File: src/rtl/draw_pixel_writer_if.sv
// VRAM write port between the pixel writer (master) and the VRAM arbiter (slave).
interface draw_pixel_writer_if #(
    parameter int ADDRW = 16
);
    logic             vram_wr_o;
    logic [ADDRW-1:0] vram_addr_o;
    logic [3:0]       vram_mask_o;
    logic [15:0]      vram_data_o;
    logic             vram_ack_i;

    modport master (
        output vram_wr_o,
        output vram_addr_o,
        output vram_mask_o,
        output vram_data_o,
        input  vram_ack_i
    );

    modport slave (
        input  vram_wr_o,
        input  vram_addr_o,
        input  vram_mask_o,
        input  vram_data_o,
        output vram_ack_i
    );
endinterface

File: src/rtl/draw_pixel_writer.sv
// Clips drawer pixels, maps them to 4bpp VRAM words and coalesces same-word
// pixels into masked writes issued to the VRAM arbiter with a req/ack handshake.
module draw_pixel_writer #(
    parameter int CORDW = 16,
    parameter int ADDRW = 16
) (
    input  logic                    clk,
    input  logic                    reset_i,
    input  logic                    start_i,
    input  logic [ADDRW-1:0]        base_i,
    input  logic [ADDRW-1:0]        line_len_i,
    input  logic signed [CORDW-1:0] clip_x0_i,
    input  logic signed [CORDW-1:0] clip_y0_i,
    input  logic signed [CORDW-1:0] clip_x1_i,
    input  logic signed [CORDW-1:0] clip_y1_i,
    input  logic [3:0]              color_i,
    input  logic signed [CORDW-1:0] x_i,
    input  logic signed [CORDW-1:0] y_i,
    input  logic                    drawing_i,
    input  logic                    draw_done_i,
    output logic                    oe_o,
    output logic                    busy_o,
    output logic                    done_o,
    output logic                    overflow_o,
    draw_pixel_writer_if.master     vram
);

    typedef enum logic [1:0] {
        S_IDLE,
        S_RUN,
        S_FLUSH,
        S_DRAIN
    } state_t;

    state_t r_state;
    state_t w_state_n;

    // Latched primitive configuration
    logic [ADDRW-1:0]        r_base;
    logic [ADDRW-1:0]        r_line_len;
    logic signed [CORDW-1:0] r_clip_x0;
    logic signed [CORDW-1:0] r_clip_y0;
    logic signed [CORDW-1:0] r_clip_x1;
    logic signed [CORDW-1:0] r_clip_y1;
    logic [3:0]              r_color;

    // Two-entry input FIFO, entry 0 is the head; each entry is {x, y}
    logic [2*CORDW-1:0] r_fifo [2];
    logic [1:0]         r_cnt;
    logic [1:0]         w_cnt_n;
    logic               w_push;
    logic               w_pop;
    logic               w_drop;

    logic signed [CORDW-1:0] w_head_x;
    logic signed [CORDW-1:0] w_head_y;
    logic                    w_clip;
    logic [ADDRW-1:0]        w_row;
    logic [ADDRW-1:0]        w_word;

    // Stage A register
    logic             r_a_valid;
    logic [ADDRW-1:0] r_a_row;
    logic [ADDRW-1:0] r_a_word;
    logic [1:0]       r_a_nib;

    // Stage B (combinational into the pending word)
    logic [ADDRW-1:0] w_b_addr;
    logic [3:0]       w_b_mask;
    logic [3:0]       w_merged;

    // Pending word and write request
    logic             r_p_valid;
    logic [ADDRW-1:0] r_p_addr;
    logic [3:0]       r_p_mask;
    logic             r_wr;
    logic             r_oe;
    logic             r_overflow;

    logic             w_ack;
    logic             w_take;
    logic             w_issue;
    logic             w_p_valid_n;
    logic [ADDRW-1:0] w_p_addr_n;
    logic [3:0]       w_p_mask_n;
    logic             w_wr_n;
    logic             w_drain_ok;

    assign w_head_x = r_fifo[0][2*CORDW-1:CORDW];
    assign w_head_y = r_fifo[0][CORDW-1:0];

    assign w_clip = w_head_x[CORDW-1] | w_head_y[CORDW-1] |
                    (w_head_x < r_clip_x0) | (w_head_x > r_clip_x1) |
                    (w_head_y < r_clip_y0) | (w_head_y > r_clip_y1);

    assign w_row  = ADDRW'(w_head_y) * r_line_len;
    assign w_word = ADDRW'(w_head_x[CORDW-1:2]);

    assign w_b_addr = r_base + r_a_row + r_a_word;
    assign w_b_mask = 4'b1000 >> r_a_nib;
    assign w_merged = r_p_mask | w_b_mask;

    assign w_ack = r_wr & vram.vram_ack_i;

    assign w_push  = drawing_i && (r_state == S_RUN) && (r_cnt != 2'd2);
    assign w_drop  = drawing_i && (r_state == S_RUN) && (r_cnt == 2'd2);
    assign w_pop   = (r_cnt != 2'd0) && (!r_a_valid || w_take);
    assign w_cnt_n = r_cnt + {1'b0, w_push} - {1'b0, w_pop};

    // An acked write frees the pending slot in the same cycle, so a stalled
    // stage-A pixel can load straight into it at the ack edge.
    always_comb begin
        w_take      = 1'b0;
        w_issue     = 1'b0;
        w_p_valid_n = r_p_valid;
        w_p_addr_n  = r_p_addr;
        w_p_mask_n  = r_p_mask;
        w_wr_n      = r_wr;
        if (w_ack) begin
            w_p_valid_n = 1'b0;
            w_wr_n      = 1'b0;
        end
        if (r_a_valid) begin
            if (!r_p_valid || w_ack) begin
                w_take      = 1'b1;
                w_p_valid_n = 1'b1;
                w_p_addr_n  = w_b_addr;
                w_p_mask_n  = w_b_mask;
            end else if (!r_wr) begin
                if (r_p_addr == w_b_addr) begin
                    w_take     = 1'b1;
                    w_p_mask_n = w_merged;
                    w_issue    = (w_merged == 4'b1111);
                end else begin
                    w_issue = 1'b1;
                end
            end
        end else if (r_p_valid && !r_wr && (r_state == S_FLUSH) && (r_cnt == 2'd0)) begin
            w_issue = 1'b1;
        end
        if (w_issue) begin
            w_wr_n = 1'b1;
        end
    end

    assign w_drain_ok = (r_cnt == 2'd0) && !r_a_valid && (!r_p_valid || w_ack);

    always_comb begin
        w_state_n = r_state;
        case (r_state)
            S_IDLE:  if (start_i) w_state_n = S_RUN;
            S_RUN:   if (draw_done_i) w_state_n = S_FLUSH;
            S_FLUSH: if (w_drain_ok) w_state_n = S_DRAIN;
            S_DRAIN: w_state_n = S_IDLE;
            default: w_state_n = S_IDLE;
        endcase
    end

    always_ff @(posedge clk) begin
        if (reset_i) begin
            r_state <= S_IDLE;
        end else begin
            r_state <= w_state_n;
        end
    end

    always_ff @(posedge clk) begin
        if (reset_i) begin
            r_base     <= '0;
            r_line_len <= '0;
            r_clip_x0  <= '0;
            r_clip_y0  <= '0;
            r_clip_x1  <= '0;
            r_clip_y1  <= '0;
            r_color    <= '0;
            r_fifo[0]  <= '0;
            r_fifo[1]  <= '0;
            r_cnt      <= '0;
            r_a_valid  <= 1'b0;
            r_a_row    <= '0;
            r_a_word   <= '0;
            r_a_nib    <= '0;
            r_p_valid  <= 1'b0;
            r_p_addr   <= '0;
            r_p_mask   <= '0;
            r_wr       <= 1'b0;
            r_oe       <= 1'b0;
            r_overflow <= 1'b0;
        end else begin
            if ((r_state == S_IDLE) && start_i) begin
                r_base     <= base_i;
                r_line_len <= line_len_i;
                r_clip_x0  <= clip_x0_i;
                r_clip_y0  <= clip_y0_i;
                r_clip_x1  <= clip_x1_i;
                r_clip_y1  <= clip_y1_i;
                r_color    <= color_i;
                r_overflow <= 1'b0;
            end else if (w_drop) begin
                r_overflow <= 1'b1;
            end

            // Push with pop only happens at count 1, so the new pixel becomes the head
            if (w_pop) begin
                r_fifo[0] <= w_push ? {x_i, y_i} : r_fifo[1];
            end else if (w_push) begin
                if (r_cnt == 2'd0) begin
                    r_fifo[0] <= {x_i, y_i};
                end else begin
                    r_fifo[1] <= {x_i, y_i};
                end
            end
            r_cnt <= w_cnt_n;

            if (w_pop) begin
                r_a_valid <= !w_clip;
                r_a_row   <= w_row;
                r_a_word  <= w_word;
                r_a_nib   <= w_head_x[1:0];
            end else if (w_take) begin
                r_a_valid <= 1'b0;
            end

            r_p_valid <= w_p_valid_n;
            r_p_addr  <= w_p_addr_n;
            r_p_mask  <= w_p_mask_n;
            r_wr      <= w_wr_n;
            r_oe      <= (w_state_n == S_RUN) && (w_cnt_n == 2'd0);
        end
    end

    assign oe_o       = r_oe;
    assign busy_o     = (r_state == S_RUN) || (r_state == S_FLUSH);
    assign done_o     = (r_state == S_DRAIN);
    assign overflow_o = r_overflow;

    assign vram.vram_wr_o   = r_wr;
    assign vram.vram_addr_o = r_p_addr;
    assign vram.vram_mask_o = r_p_mask;
    assign vram.vram_data_o = {4{r_color}};

endmodule

File: src/flat_wrapper.sv
// flat-port wrapper written by rule: the top's interface ports become plain ports
module draw_pixel_writer_flat 
#(
    parameter int CORDW = 16,
    parameter int ADDRW = 16
)
  (clk, reset_i, start_i, base_i, line_len_i, clip_x0_i, clip_y0_i, clip_x1_i, clip_y1_i, color_i, x_i, y_i, drawing_i, draw_done_i, oe_o, busy_o, done_o, overflow_o, vram_vram_wr_o, vram_vram_addr_o, vram_vram_mask_o, vram_vram_data_o, vram_vram_ack_i);
  draw_pixel_writer_if #(.ADDRW(ADDRW)) vram_i ();
  input  logic clk;
  input  logic reset_i;
  input  logic start_i;
  input  logic [ADDRW-1:0] base_i;
  input  logic [ADDRW-1:0] line_len_i;
  input  logic signed [CORDW-1:0] clip_x0_i;
  input  logic signed [CORDW-1:0] clip_y0_i;
  input  logic signed [CORDW-1:0] clip_x1_i;
  input  logic signed [CORDW-1:0] clip_y1_i;
  input  logic [3:0] color_i;
  input  logic signed [CORDW-1:0] x_i;
  input  logic signed [CORDW-1:0] y_i;
  input  logic drawing_i;
  input  logic draw_done_i;
  output logic oe_o;
  output logic busy_o;
  output logic done_o;
  output logic overflow_o;
  output wire logic [$bits(vram_i.vram_wr_o)-1:0] vram_vram_wr_o;
  output wire logic [$bits(vram_i.vram_addr_o)-1:0] vram_vram_addr_o;
  output wire logic [$bits(vram_i.vram_mask_o)-1:0] vram_vram_mask_o;
  output wire logic [$bits(vram_i.vram_data_o)-1:0] vram_vram_data_o;
  input wire logic [$bits(vram_i.vram_ack_i)-1:0] vram_vram_ack_i;
  assign vram_vram_wr_o = vram_i.vram_wr_o;
  assign vram_vram_addr_o = vram_i.vram_addr_o;
  assign vram_vram_mask_o = vram_i.vram_mask_o;
  assign vram_vram_data_o = vram_i.vram_data_o;
  assign vram_i.vram_ack_i = vram_vram_ack_i;
  draw_pixel_writer #(.CORDW(CORDW), .ADDRW(ADDRW)) u_core (.clk(clk), .reset_i(reset_i), .start_i(start_i), .base_i(base_i), .line_len_i(line_len_i), .clip_x0_i(clip_x0_i), .clip_y0_i(clip_y0_i), .clip_x1_i(clip_x1_i), .clip_y1_i(clip_y1_i), .color_i(color_i), .x_i(x_i), .y_i(y_i), .drawing_i(drawing_i), .draw_done_i(draw_done_i), .oe_o(oe_o), .busy_o(busy_o), .done_o(done_o), .overflow_o(overflow_o), .vram(vram_i));
endmodule
File: config.mk
export PLATFORM = sky130hd
export DESIGN_NAME = draw_pixel_writer_flat
export DESIGN_NICKNAME = d
export VERILOG_FILES = /design/src/rtl/draw_pixel_writer_if.sv /design/src/rtl/draw_pixel_writer.sv /design/src/flat_wrapper.sv
export SDC_FILE = /design/constraint.sdc
export NUM_CORES = 1
export LEC_CHECK = 0
export ABC_AREA = 1
export CAP_MARGIN = 10
export CORE_UTILIZATION = 36
export CTS_BUF_LIST = sky130_fd_sc_hd__clkbuf_4 sky130_fd_sc_hd__clkbuf_8
export CTS_CLUSTER_DIAMETER = 200
export CTS_CLUSTER_SIZE = 30
export DETAILED_ROUTE_END_ITERATION = 8
export GPL_TIMING_DRIVEN = 0
export PLACE_DENSITY_LB_ADDON = 0.15
export SETUP_SLACK_MARGIN = 0.2
export SLEW_MARGIN = 20
export SYNTH_ARGS = -nofsm -noshare
export SYNTH_HDL_FRONTEND = slang
export SYNTH_SLANG_ARGS = --single-unit
File: constraint.sdc
create_clock -name clk -period 5.3 [get_ports clk]
set_input_delay 1.59 -clock clk [delete_from_list [all_inputs] [get_ports clk]]
set_output_delay 1.59 -clock clk [all_outputs]
set_load 0.01 [all_outputs]
==> summary.md <==
| Metric | Value |
|---|---|
| Status | complete, but fails checks |
| Failing checks | setup timing |
| Clk slew on worst S/H paths | 0.19 ns |
| Antenna viol nets, final | 0 |
| Ys flop type | dfxtp_1 |
| Syn avg cell area | 7.84 µm² |
| Layout Area Growth over Synthesis | 21.2% |
| Clk root buf | clkbuf_8 |
| CTS tree | done |
| Post-layout min period | 5.42 ns |
| Area of the core | 0.0434 mm² |
| Yosys reg bits | 225 |
| Layout Skew | 0.0300 ns |
| DP HPWL | 36400 µm |
| Clk Latency, worst-skew pair | 0.55 ns |
| Slew @ Worst Pin | 0.846 ns |
| Post-Syn Nets | 2400 |
| CP Capture Type | flop |
| Total vias in the final route | 13400 |
| Int Pwr | 4.55 mW |
| Routed wire length | 45200 µm |
| RSZ-0062 raised after global routing | true |
| Fmax | 184 MHz |
| Clock Path Buffers | 3 |
| Slew margin rel. | 43.6% |
| Setup ws final | -0.123 ns |
| Pin count of the biggest net entering global routing | 32 |
| Synth Instances | 2034 |
| Area leader, netlist | dfxtp_1 |
| Total power | 8.46 mW |
| Pwr Density | 438 mW/mm² |
| Post-synth EDFFs | 64 |
| Yosys cell types | 43 |
| Gpl congestion | 0.877 |
| Yosys top cell area share | 20.2% |
| # setup viols final | 1 |
| Clk sink count | 225 |
| Worst hold path class | reg -> reg |
| Top cell by count, worst path | nand2_1 |
| Vias per cell | 4.69 |
| Crit-path max FO | 5 |
| Final Max Tran Viols | 0 |
| First drt pass iteration count | 5 |
| Antenna violations before repair | 0 |
| DRT iter0 DRCs | 822 |
| Startpoint types | flop |
| Fraction of layout cells with a size suffix above 1 | 9.26% |
| Chip width | 213 µm |
| Max VDD drop | 0.228 mV |
| Largest cells by area after synthesis | dfxtp_1, edfxtp_1, fa_1 |
| DR DRC count | 0 |
| P_sw | 3.91 mW |
| Flop pwr share | 28.9% |
| CP bufs+invs | 6 |
| CTS buffer count | 11 |
| Slowest cell on crit path | edfxtp_1 |
| Asr flop ratio synth | 0% |
| First-pass GRT wire length | 70900 µm |
| Drt wl/cell | 15.8 µm |
| Max_cap viols | 0 |
| Hold_ws | 0.464 ns |
| Switching share of power | 46.2% |
| Vias in the first global route | 13300 |
| Sequential area share after synthesis | 32.2% |
| Total gr overflow | 0 |
| Leakage power | 9.24 nW |
| Antenna diodes | 0 |
| NumNets Final | 2631 |
| Placement Rows | 76 |
| Initial Utilization | 36.8% |
| Kind of critical path | reg -> reg |
| GRT Total Usage | 20.3% |
| IO buf count | 177 |
| H-Tree Depth | 1 |
| Chip height | 213 µm |
| Mapped cell area | 0.0160 mm² |
| DIE AREA | 0.0452 mm² |
| Largest stage delay, worst path | 0.51 ns |
| CP arrival | 5.88 ns |
| Cts hold-fix bufs | 0 |
| Final Cycle Share | 102% |
| I/O Pins | 179 |
| Critical Path RT | 5.75 ns |
| Final hold viol count | 0 |
| Combinational power share | 61.8% |
| Critical path's top delay family | adder cells |
| YS warnings | 0 |
| Clk pwr share | 9.3% |
==> per-layer routing <==
| metal | share of wire [%] | track usage, % | routed length (µm) | up-vias |
|---|---|---|---|---|
| met3 | 4.0 | 1.70 | 1790 | 45 |
| met1 | 47 | 28.0 | 21400 | 6274 |
| met5 | 0 | 0 | 0 | - |
| met2 | 46 | 34.3 | 21000 | 272 |
| li1 | - | - | - | 6786 |
| met4 | 2.2 | 4.86 | 979 | 0 |
==> path summary, 6_finish.rpt <==
check                           start             endpoint  slack, ns  cells after the start
setup / recovery  u_core.r_fifo[0][6]   u_core.r_a_row[15]      -0.12                     26
hold / removal    u_core.r_clip_x0[0]  u_core.r_clip_x0[0]       0.46                      2
setup reg to reg  u_core.r_fifo[0][6]   u_core.r_a_row[15]      -0.12                     26
hold reg to reg   u_core.r_clip_x0[0]  u_core.r_clip_x0[0]       0.46                      2
==> layout make-up <==
class / count / area, µm²
tap: 585 / 732
buffer: 96 / 619
inverter: 397 / 1500
clock buffer: 14 / 174
clock inverter: 2 / 17.5
multi-input combinational: 1316 / 9000
fill: 4433 / 24000
timing repair buffer: 218 / 2140
sequential: 225 / 5150
==> tightest hold or removal path, delay by kind of cell (launching register included) <==
family	cells	cell delay [ns]
AO/OA/AOI/OAI	1	0.05
buffers and inverters	1	0.05
flip-flops	1	0.34
==> cell usage in the layout, fill, tap and decap left out, types with 4 or more instances in the layout <==
cell	netlist	final
clkdlybuf4s50_1	0	177
buf_6	4	10
clkbuf_8	0	18
o211ai_1	6	6
xnor2_1	24	24
buf_8	5	5
nand3_1	46	45
dfxtp_1	161	157
xor2_1	25	24
inv_1	394	387
a21oi_1	137	133
nor2_1	182	182
nor3_1	15	14
edfxtp_1	64	64
nand4_1	18	18
nand2_2	6	10
buf_4	12	48
ha_1	133	126
ha_4	0	7
clkbuf_1	70	52
clkbuf_2	0	4
fa_1	95	92
o21ai_0	195	190
nor2_2	53	53
nand3b_1	8	8
nand2_1	342	337
clkbuf_4	0	7
nand3_2	4	5
inv_2	2	8
a21oi_2	0	4
==> cell usage after synthesis (4+ instances only) <==
cell type and instances:
buf_8 5, nor3_1 15, nand2_1 342, nand3b_1 8, o211ai_1 6, buf_4 12
nor2_1 182, nor2_2 53, nand3_1 46, nand4_1 18, a21oi_1 137, buf_6 4
o21ai_0 195, xor2_1 25, fa_1 95, ha_1 133, edfxtp_1 64, buf_1 4
dfxtp_1 161, nand3_2 4, nand2_2 6, inv_1 394, clkbuf_1 70, xnor2_1 24
==> power groups by stage <==
stage	Clock (mW)	Combinational [mW]	Sequential (mW)
3_5_place_dp	0	4.68	2.53
5_1_grt	0.863	5.92	2.49
3_3_place_gp	0	4.59	2.53
4_1_cts	0.811	5.13	2.45
6_report	0.784	5.23	2.45
2_1_floorplan	0	3.46	2.38
==> cells by family (layout without fill, tap and decap cells) <==
logic type,count (synthesis),in the layout,share of synthesized area [%]
buffers and inverters,493,727,12.4
and+or+nand+nor,687,687,18.6
adders and majority gates,228,228,22.4
DFF,225,225,32.2
xor gates and xnor gates,52,52,3.11
AOI/OAI and AO/OA,349,349,11.2
==> state kept, by name, indices dropped and copies added (netlist names), 16 cells and up <==
| signal | flops |
|---|---|
| u_core.r_a_row | 16 |
| u_core.r_base | 16 |
| u_core.r_clip_x0 | 16 |
| u_core.r_clip_x1 | 16 |
| u_core.r_clip_y0 | 16 |
| u_core.r_clip_y1 | 16 |
| u_core.r_fifo | 64 |
| u_core.r_line_len | 16 |
| u_core.vram.vram_addr_o | 16 |
==> metrics by stage <==
| stage | cell area, µm² | instances | setup slack (ns) | TNS, ns | utilization, % |
|---|---|---|---|---|---|
| floorplan | 16000 | 2034 | 0.200 | 0 | - |
| global placement | 18500 | 2796 | -0.703 | -29.69 | 42.7 |
| detailed placement | 18600 | 2798 | -0.732 | -2.27 | 42.9 |
| CTS | 19200 | 2851 | -0.0878 | -0.175 | 44.4 |
| global route | 19300 | 2853 | -0.301 | -0.556 | 44.6 |
| finish | 19300 | 2853 | -0.123 | -0.123 | 44.6 |
==> timing repair <==
item	CTS	global route
pin swaps	29	8
endpoints found under the setup margin	7	5
gates resized for setup	55	22
cloned	1	0
buffers inserted	36	2
Power figures use the tool's default switching activity.
